===== config.mk =====
export PLATFORM = sky130hd
export DESIGN_NAME = rgb_to_yuv422
export DESIGN_NICKNAME = d
export VERILOG_FILES = /design/src/rtl/rgb_to_yuv422.sv
export SDC_FILE = /design/constraint.sdc
export NUM_CORES = 1
export LEC_CHECK = 0
export CORE_MARGIN = 1
export CORE_UTILIZATION = 50
export DETAILED_ROUTE_END_ITERATION = 10
export PLACE_DENSITY = 0.67
export SYNTH_ARGS = -nofsm -noshare
export SYNTH_HDL_FRONTEND = slang
export SYNTH_SLANG_ARGS = --single-unit

===== constraint.sdc =====
create_clock -name clk -period 10.72 [get_ports clk]
set_input_delay 2.144 -clock clk [delete_from_list [all_inputs] [get_ports clk]]
set_output_delay 2.144 -clock clk [all_outputs]
set_load 0.05 [all_outputs]

===== src/rtl/rgb_to_yuv422.sv =====
// RGB888 to BT.601 limited-range 10-bit YUV 4:2:2, four register stages gated by cke.
// Chroma of each pixel pair is optionally averaged; hs/vs ride a matching delay line.
module rgb_to_yuv422 #(
   parameter int CHROMA_AVG = 1,
   parameter int LATENCY    = 4
) (
   input  logic        clk,
   input  logic        rst,
   input  logic        cke,
   input  logic        rgb_hs,
   input  logic        rgb_vs,
   input  logic        rgb_de,
   input  logic [23:0] rgb_dat,
   output logic        yuv_hs,
   output logic        yuv_vs,
   output logic        yuv_de,
   output logic [9:0]  yuv_y,
   output logic [9:0]  yuv_c
);
   typedef logic signed [19:0] prod_t;
   typedef logic signed [11:0] sum_t;

   localparam prod_t K_YR  = 20'sd263;
   localparam prod_t K_YG  = 20'sd516;
   localparam prod_t K_YB  = 20'sd100;
   localparam prod_t K_CBR = -20'sd152;
   localparam prod_t K_CBG = -20'sd298;
   localparam prod_t K_CBB = 20'sd450;
   localparam prod_t K_CRR = 20'sd450;
   localparam prod_t K_CRG = -20'sd377;
   localparam prod_t K_CRB = -20'sd73;
   localparam prod_t K_RND = 20'sd128;
   localparam prod_t K_OFY = 20'sd64;
   localparam prod_t K_OFC = 20'sd512;

   function automatic logic [9:0] clamp(input sum_t v, input sum_t lo, input sum_t hi);
      logic [9:0] res;
      if (v < lo)      res = lo[9:0];
      else if (v > hi) res = hi[9:0];
      else             res = v[9:0];
      return res;
   endfunction

   function automatic logic [9:0] avg2(input logic [9:0] a, input logic [9:0] b);
      logic [10:0] s;
      s = {1'b0, a} + {1'b0, b} + 11'd1;
      return s[10:1];
   endfunction

   logic                 seen_low_q, seen_low_d;
   logic [2*LATENCY-1:0] hv_q, hv_d;
   prod_t                prod_q [9];
   prod_t                prod_d [9];
   logic                 de1_q, de1_d, de2_q, de2_d, de3_q, de3_d, de4_q, de4_d;
   sum_t                 y2_q, y2_d, cb2_q, cb2_d, cr2_q, cr2_d;
   logic [9:0]           y3_q, y3_d, cb3_q, cb3_d, cr3_q, cr3_d;
   logic [9:0]           y4_q, y4_d, c4_q, c4_d, cr_st_q, cr_st_d;
   logic                 phase_q, phase_d;
   prod_t                r, g, b, sum_y, sum_cb, sum_cr;
   logic                 is_even;

   // After reset, de stays masked until the input has been seen low, so a line
   // interrupted by reset is dropped and output restarts on the next de rise.
   always_comb begin
      r          = {12'd0, rgb_dat[23:16]};
      g          = {12'd0, rgb_dat[15:8]};
      b          = {12'd0, rgb_dat[7:0]};
      prod_d[0]  = r * K_YR;
      prod_d[1]  = g * K_YG;
      prod_d[2]  = b * K_YB;
      prod_d[3]  = r * K_CBR;
      prod_d[4]  = g * K_CBG;
      prod_d[5]  = b * K_CBB;
      prod_d[6]  = r * K_CRR;
      prod_d[7]  = g * K_CRG;
      prod_d[8]  = b * K_CRB;
      de1_d      = rgb_de & seen_low_q;
      seen_low_d = seen_low_q | ~rgb_de;
      hv_d       = {hv_q[2*LATENCY-3:0], rgb_hs, rgb_vs};
   end

   always_comb begin
      sum_y  = prod_q[0] + prod_q[1] + prod_q[2] + K_RND;
      sum_cb = prod_q[3] + prod_q[4] + prod_q[5] + K_RND;
      sum_cr = prod_q[6] + prod_q[7] + prod_q[8] + K_RND;
      y2_d   = sum_t'(K_OFY + (sum_y >>> 8));
      cb2_d  = sum_t'(K_OFC + (sum_cb >>> 8));
      cr2_d  = sum_t'(K_OFC + (sum_cr >>> 8));
      de2_d  = de1_q;
      y3_d   = clamp(y2_q, 12'sd64, 12'sd940);
      cb3_d  = clamp(cb2_q, 12'sd64, 12'sd960);
      cr3_d  = clamp(cr2_q, 12'sd64, 12'sd960);
      de3_d  = de2_q;
   end

   // Output stage: the even pixel sits in S3 while its odd successor is being clamped
   // from S2, so the pair's Cb can be averaged without an extra stage of latency.
   always_comb begin
      is_even = ~de4_q | ~phase_q;
      de4_d   = de3_q;
      y4_d    = 10'd64;
      c4_d    = 10'd512;
      phase_d = phase_q;
      cr_st_d = cr_st_q;
      if (de3_q) begin
         y4_d = y3_q;
         if (is_even) begin
            phase_d = 1'b1;
            cr_st_d = cr3_q;
            c4_d    = (CHROMA_AVG != 0 && de2_q) ? avg2(cb3_q, cb3_d) : cb3_q;
         end else begin
            phase_d = 1'b0;
            c4_d    = (CHROMA_AVG != 0) ? avg2(cr_st_q, cr3_q) : cr_st_q;
         end
      end
   end

   always_ff @(posedge clk or posedge rst) begin
      if (rst) begin
         seen_low_q <= 1'b0;
         hv_q       <= '0;
         prod_q     <= '{default: '0};
         de1_q      <= 1'b0;
         de2_q      <= 1'b0;
         de3_q      <= 1'b0;
         de4_q      <= 1'b0;
         y2_q       <= '0;
         cb2_q      <= '0;
         cr2_q      <= '0;
         y3_q       <= '0;
         cb3_q      <= '0;
         cr3_q      <= '0;
         y4_q       <= '0;
         c4_q       <= '0;
         cr_st_q    <= '0;
         phase_q    <= 1'b0;
      end else if (cke) begin
         seen_low_q <= seen_low_d;
         hv_q       <= hv_d;
         prod_q     <= prod_d;
         de1_q      <= de1_d;
         de2_q      <= de2_d;
         de3_q      <= de3_d;
         de4_q      <= de4_d;
         y2_q       <= y2_d;
         cb2_q      <= cb2_d;
         cr2_q      <= cr2_d;
         y3_q       <= y3_d;
         cb3_q      <= cb3_d;
         cr3_q      <= cr3_d;
         y4_q       <= y4_d;
         c4_q       <= c4_d;
         cr_st_q    <= cr_st_d;
         phase_q    <= phase_d;
      end
   end

   assign yuv_hs = hv_q[2*LATENCY-1];
   assign yuv_vs = hv_q[2*LATENCY-2];
   assign yuv_de = de4_q;
   assign yuv_y  = y4_q;
   assign yuv_c  = c4_q;

endmodule

==> results.md <==
Run status:
- The run finished with clean final reports.

Yosys:
- The number of cells produced by synthesis is roughly 2.1k.
- The proportion of synthesized chip area in sequential cells is 27.6%.
- The mapped netlist covers approximately 22000 µm².
- The predominant post-synthesis flop cell is sky130_fd_sc_hd__dfrtp_1.
- The Yosys step of the flow raised 0 warnings.
- The number of distinct library cells after synthesis is between 60 and 70.
- The net count after synthesis is around 2.7k.
- The synthesized area per cell is between 10 and 15 µm².
- The synthesized design contains 0 enable-type register cells.
- The synthesized design contains between 200 and 250 register bits.
- Counting flops with an async set or reset pin after synthesis yields a share of between 90% and 100%.

STA:
- The clock period minus final worst setup slack is a little over 7 ns.
- Setup repair after global routing left no endpoint under its margin.
- The number of pins exceeding their max-slew limit in the final report is 0.
- The transition time of the tightest slew-check pin is 1.11 ns.
- The number of hold violations in the final report came to 0.
- The clock arrives with around 0.017 ns of skew.
- The final setup violation count is 0.
- Across all setup checks in the final design, the least slack found is about 3.5 ns.
- The maximum clock frequency is between 100 and 150 MHz.
- After layout, the worst path uses roughly 67% of the clock period.
- Setup total negative slack on the finished layout was measured at 0 ns.
- The relative slew slack is 25.5%.

Floorplanning:
- In this run the horizontal extent of the chip is 213 µm.
- The I/O pin count is 53.
- The number of cell rows is between 70 and 80.
- The floorplan step defined a die boundary enclosing approximately 45000 µm².
- The core region area is roughly 44000 µm².
- The die is between 200 and 250 µm tall.
- The initial cell density of the core is 51.2%.

Drt:
- The via density per instance is roughly 5.4.
- After detailed routing, the total wire length is about 49000 µm.
- After detailed routing, the number of remaining DRC violations is 0.
- The pre-antenna-repair detailed-routing pass consisted of 5 iterations.
- The via count of the routed design is 14.8k.
- In the final routed layout, each cell accounts on average for approximately 18 µm.
- In this run, the number of DRC markers left after iteration 0 of detailed routing was a little over 800.
- The number of nets still failing antenna checks after routing is 0.

Global routing:
- The combined global-route utilization of all metal layers is between 20% and 30%.
- For this run the aggregate overflow at the end of global routing stands at 0.
- The wire length of the first global-routing pass is about 81000 µm.
- The largest net degree at the start of global routing is around 130.
- The number of antenna violations at the first check in global routing is 0.
- The via count of the first global-routing pass is approximately 15k.

Cells and area:
- The synthesis-to-layout area growth is 9.90%.
- The net count of the finished layout is ~2.8k.
- Leaving out fill and tap cells, the most frequent cell in the layout is sky130_fd_sc_hd__ha_1.
- Of the cells placed in the final design, the portion with a size suffix greater than 1 is roughly a tenth.
- The final-layout fill cell count is 3852.
- In the final layout, flip-flops and latches occupy 6160 µm².
- The area taken by multi-input logic gates is 14800 µm².
- Leaving out fill and tap cells, the most frequent cells in the layout are sky130_fd_sc_hd__ha_1 (434), sky130_fd_sc_hd__inv_1 (316), sky130_fd_sc_hd__dfrtp_1 (246).
- The end-of-flow core utilization is between 50% and 60%.

Worst setup path:
- Data on the critical path is required at its endpoint by about 11 ns.
- The critical path arrival is around 7.7 ns.
- Tracing the worst setup path back leads to its startpoint at rgb_dat[14].
- Of all nets on the critical path, the largest fanout is 11.
- The category of the critical setup timing path is in -> reg.
- The source of the worst register-to-register timing path is prod_q[23].
- The critical path capture point type is a flop.
- The worst setup path is launched from an input pin.
- Measured in cells, the most critical reg-to-reg path has a length of 18.

Placement:
- The worst slack after detailed placement is approximately 3.0 ns.
- The wire-length estimate of the detail-placed layout is 39700 µm.
- The count of port buffers added during placement is between 50 and 60.
- The routability congestion estimate is about 0.88.

Clock tree:
- The later pin in the worst-skew pair is clocked with a latency of around 0.57 ns.
- The count of clock tree sinks is roughly 250.
- In this run, post-CTS repair resized a total of 0 instances.
- The clock-pin slew on the worst setup and hold paths is ~0.060 ns.
- The total CTS buffers is 30.
- The maximum buffer depth of the clock tree is 3.
- The number of setup buffers added after CTS is 0.
- TritonCTS built the clock tree.
- The hold-fix buffer count after cts is 0.
- In this run the number of H-tree levels came out at 1.
- The buffer cell driving the clock tree root is sky130_fd_sc_hd__clkbuf_16.

Pwr:
- The static leakage is around 12 nW.
- VDD sags by at most 0.165 mV.
- The power density relative to cell area is ~320 nW/µm².

Min path:
- The critical hold path startpoint is seen_low_q.
- Counting instances, the worst hold path has a depth of 1.
- The min-delay analysis places its worst path in the category reg -> reg.

Flow run:
- Across the run, the number of max-cap violations was 0.
## power breakdown
part	switching, mW	internal [mW]
registers	0.339	1.31
clock network	0.408	0.671
logic	2.72	2.33
total	3.47	4.31
## logic make-up after synthesis
kind of cell               Yosys count  share of synthesized area (%)
DFF                                246                           27.6
buffers and inverters              359                           6.05
xor gates and xnor gates           118                           4.70
adders and majority gates          584                           37.8
muxes                              137                           6.89
AOI/OAI and AO/OA                  350                           10.6
and+or+nand+nor                    308                           6.31
## cells in the mapped netlist, types with 11 or more instances
library cell / count / area share (%)
sky130_fd_sc_hd__a21oi_1: 98 / 2.2
sky130_fd_sc_hd__o31ai_1: 15 / 0.51
sky130_fd_sc_hd__nand2_1: 84 / 1.4
sky130_fd_sc_hd__clkbuf_1: 31 / 0.52
sky130_fd_sc_hd__a21o_1: 32 / 1.1
sky130_fd_sc_hd__a22o_1: 16 / 0.63
sky130_fd_sc_hd__dfrtp_1: 246 / 28
sky130_fd_sc_hd__nor3_1: 25 / 0.56
sky130_fd_sc_hd__o2bb2ai_1: 11 / 0.43
sky130_fd_sc_hd__nor2b_1: 12 / 0.34
sky130_fd_sc_hd__o21ai_0: 64 / 1.4
sky130_fd_sc_hd__mux2_2: 132 / 6.7
sky130_fd_sc_hd__fa_1: 150 / 13
sky130_fd_sc_hd__o21bai_1: 22 / 0.74
sky130_fd_sc_hd__nand3_1: 24 / 0.54
sky130_fd_sc_hd__ha_1: 434 / 24
sky130_fd_sc_hd__xor2_1: 27 / 1.1
sky130_fd_sc_hd__inv_1: 318 / 5.4
sky130_fd_sc_hd__nor2_1: 108 / 1.8
sky130_fd_sc_hd__xnor2_1: 90 / 3.5
## sequential cells by signal, indices dropped and copies added, names as in the netlist
| name | flops |
|---|---|
| cb2_q | 12 |
| cb3_q | 10 |
| cr2_q | 12 |
| cr3_q | 10 |
| cr_st_q | 10 |
| de1_q | 1 |
| de2_q | 1 |
| de3_q | 1 |
| hv_q | 8 |
| phase_q | 1 |
| prod_q | 136 |
| seen_low_q | 1 |
| y2_q | 12 |
| y3_q | 10 |
| yuv_c | 10 |
| yuv_de | 1 |
| yuv_y | 10 |
## per-layer routing
| layer | vias up | global-route usage, % | share of wire [%] |
|---|---|---|---|
| li1 | 7294 | - | - |
| met1 | 7336 | 31.2 | 48 |
| met2 | 157 | 38.9 | 48 |
| met3 | 56 | 2.69 | 2.3 |
| met4 | 0 | 4.79 | 2.0 |
| met5 | - | 0 | 0 |
## layout make-up
| cell class | count | share of cell area (%) |
|---|---|---|
| Clock buffer | 43 | 3.47 |
| Tap cell | 585 | 2.99 |
| Sequential cell | 246 | 25.1 |
| Inverter | 318 | 4.90 |
| Timing Repair Buffer | 57 | 2.29 |
| Antenna cell | 1 | 0.0102 |
| Clock inverter | 12 | 0.848 |
| Multi-Input combinational cell | 1497 | 60.4 |
## critical path, stage by stage
cell and delay [ns]:
sky130_fd_sc_hd__clkdlybuf4s50_1 0.85, sky130_fd_sc_hd__inv_1 0.22, sky130_fd_sc_hd__ha_1 0.45, sky130_fd_sc_hd__fa_1 0.53, sky130_fd_sc_hd__inv_1 0.05, sky130_fd_sc_hd__fa_1 0.48
sky130_fd_sc_hd__inv_1 0.06, sky130_fd_sc_hd__fa_1 0.47, sky130_fd_sc_hd__ha_1 0.31, sky130_fd_sc_hd__ha_1 0.34, sky130_fd_sc_hd__nor2b_1 0.14, sky130_fd_sc_hd__o21ai_0 0.20
sky130_fd_sc_hd__a21boi_0 0.18, sky130_fd_sc_hd__o21ai_0 0.24, sky130_fd_sc_hd__a21boi_0 0.20, sky130_fd_sc_hd__o2111ai_1 0.27, sky130_fd_sc_hd__nand3b_1 0.13, sky130_fd_sc_hd__xor2_1 0.15
sky130_fd_sc_hd__mux2_2 0.26
## final timing paths
path	to	slack [ns]
min in group asynchronous	cr3_q[1]	2.19
min	seen_low_q	0.48
max	prod_q[96]	3.49
max in group asynchronous	yuv_y[9]	7.11
min reg2reg	seen_low_q	0.48
max reg2reg	cr2_q[11]	6.33
## stage by stage
stage                     power, mW  area [µm²]  hold WS (ns)  cells
final                          7.78       24500         0.480   2759
after global routing           8.53       24500         0.498   2758
after CTS                      7.84       24500         0.480   2758
after detailed placement       6.69       23400         0.463   2703
after global placement         6.51       23400         0.461   2703
after floorplan                5.38       22300         0.444   2102
No activity file was read; power rests on OpenSTA's default activity.
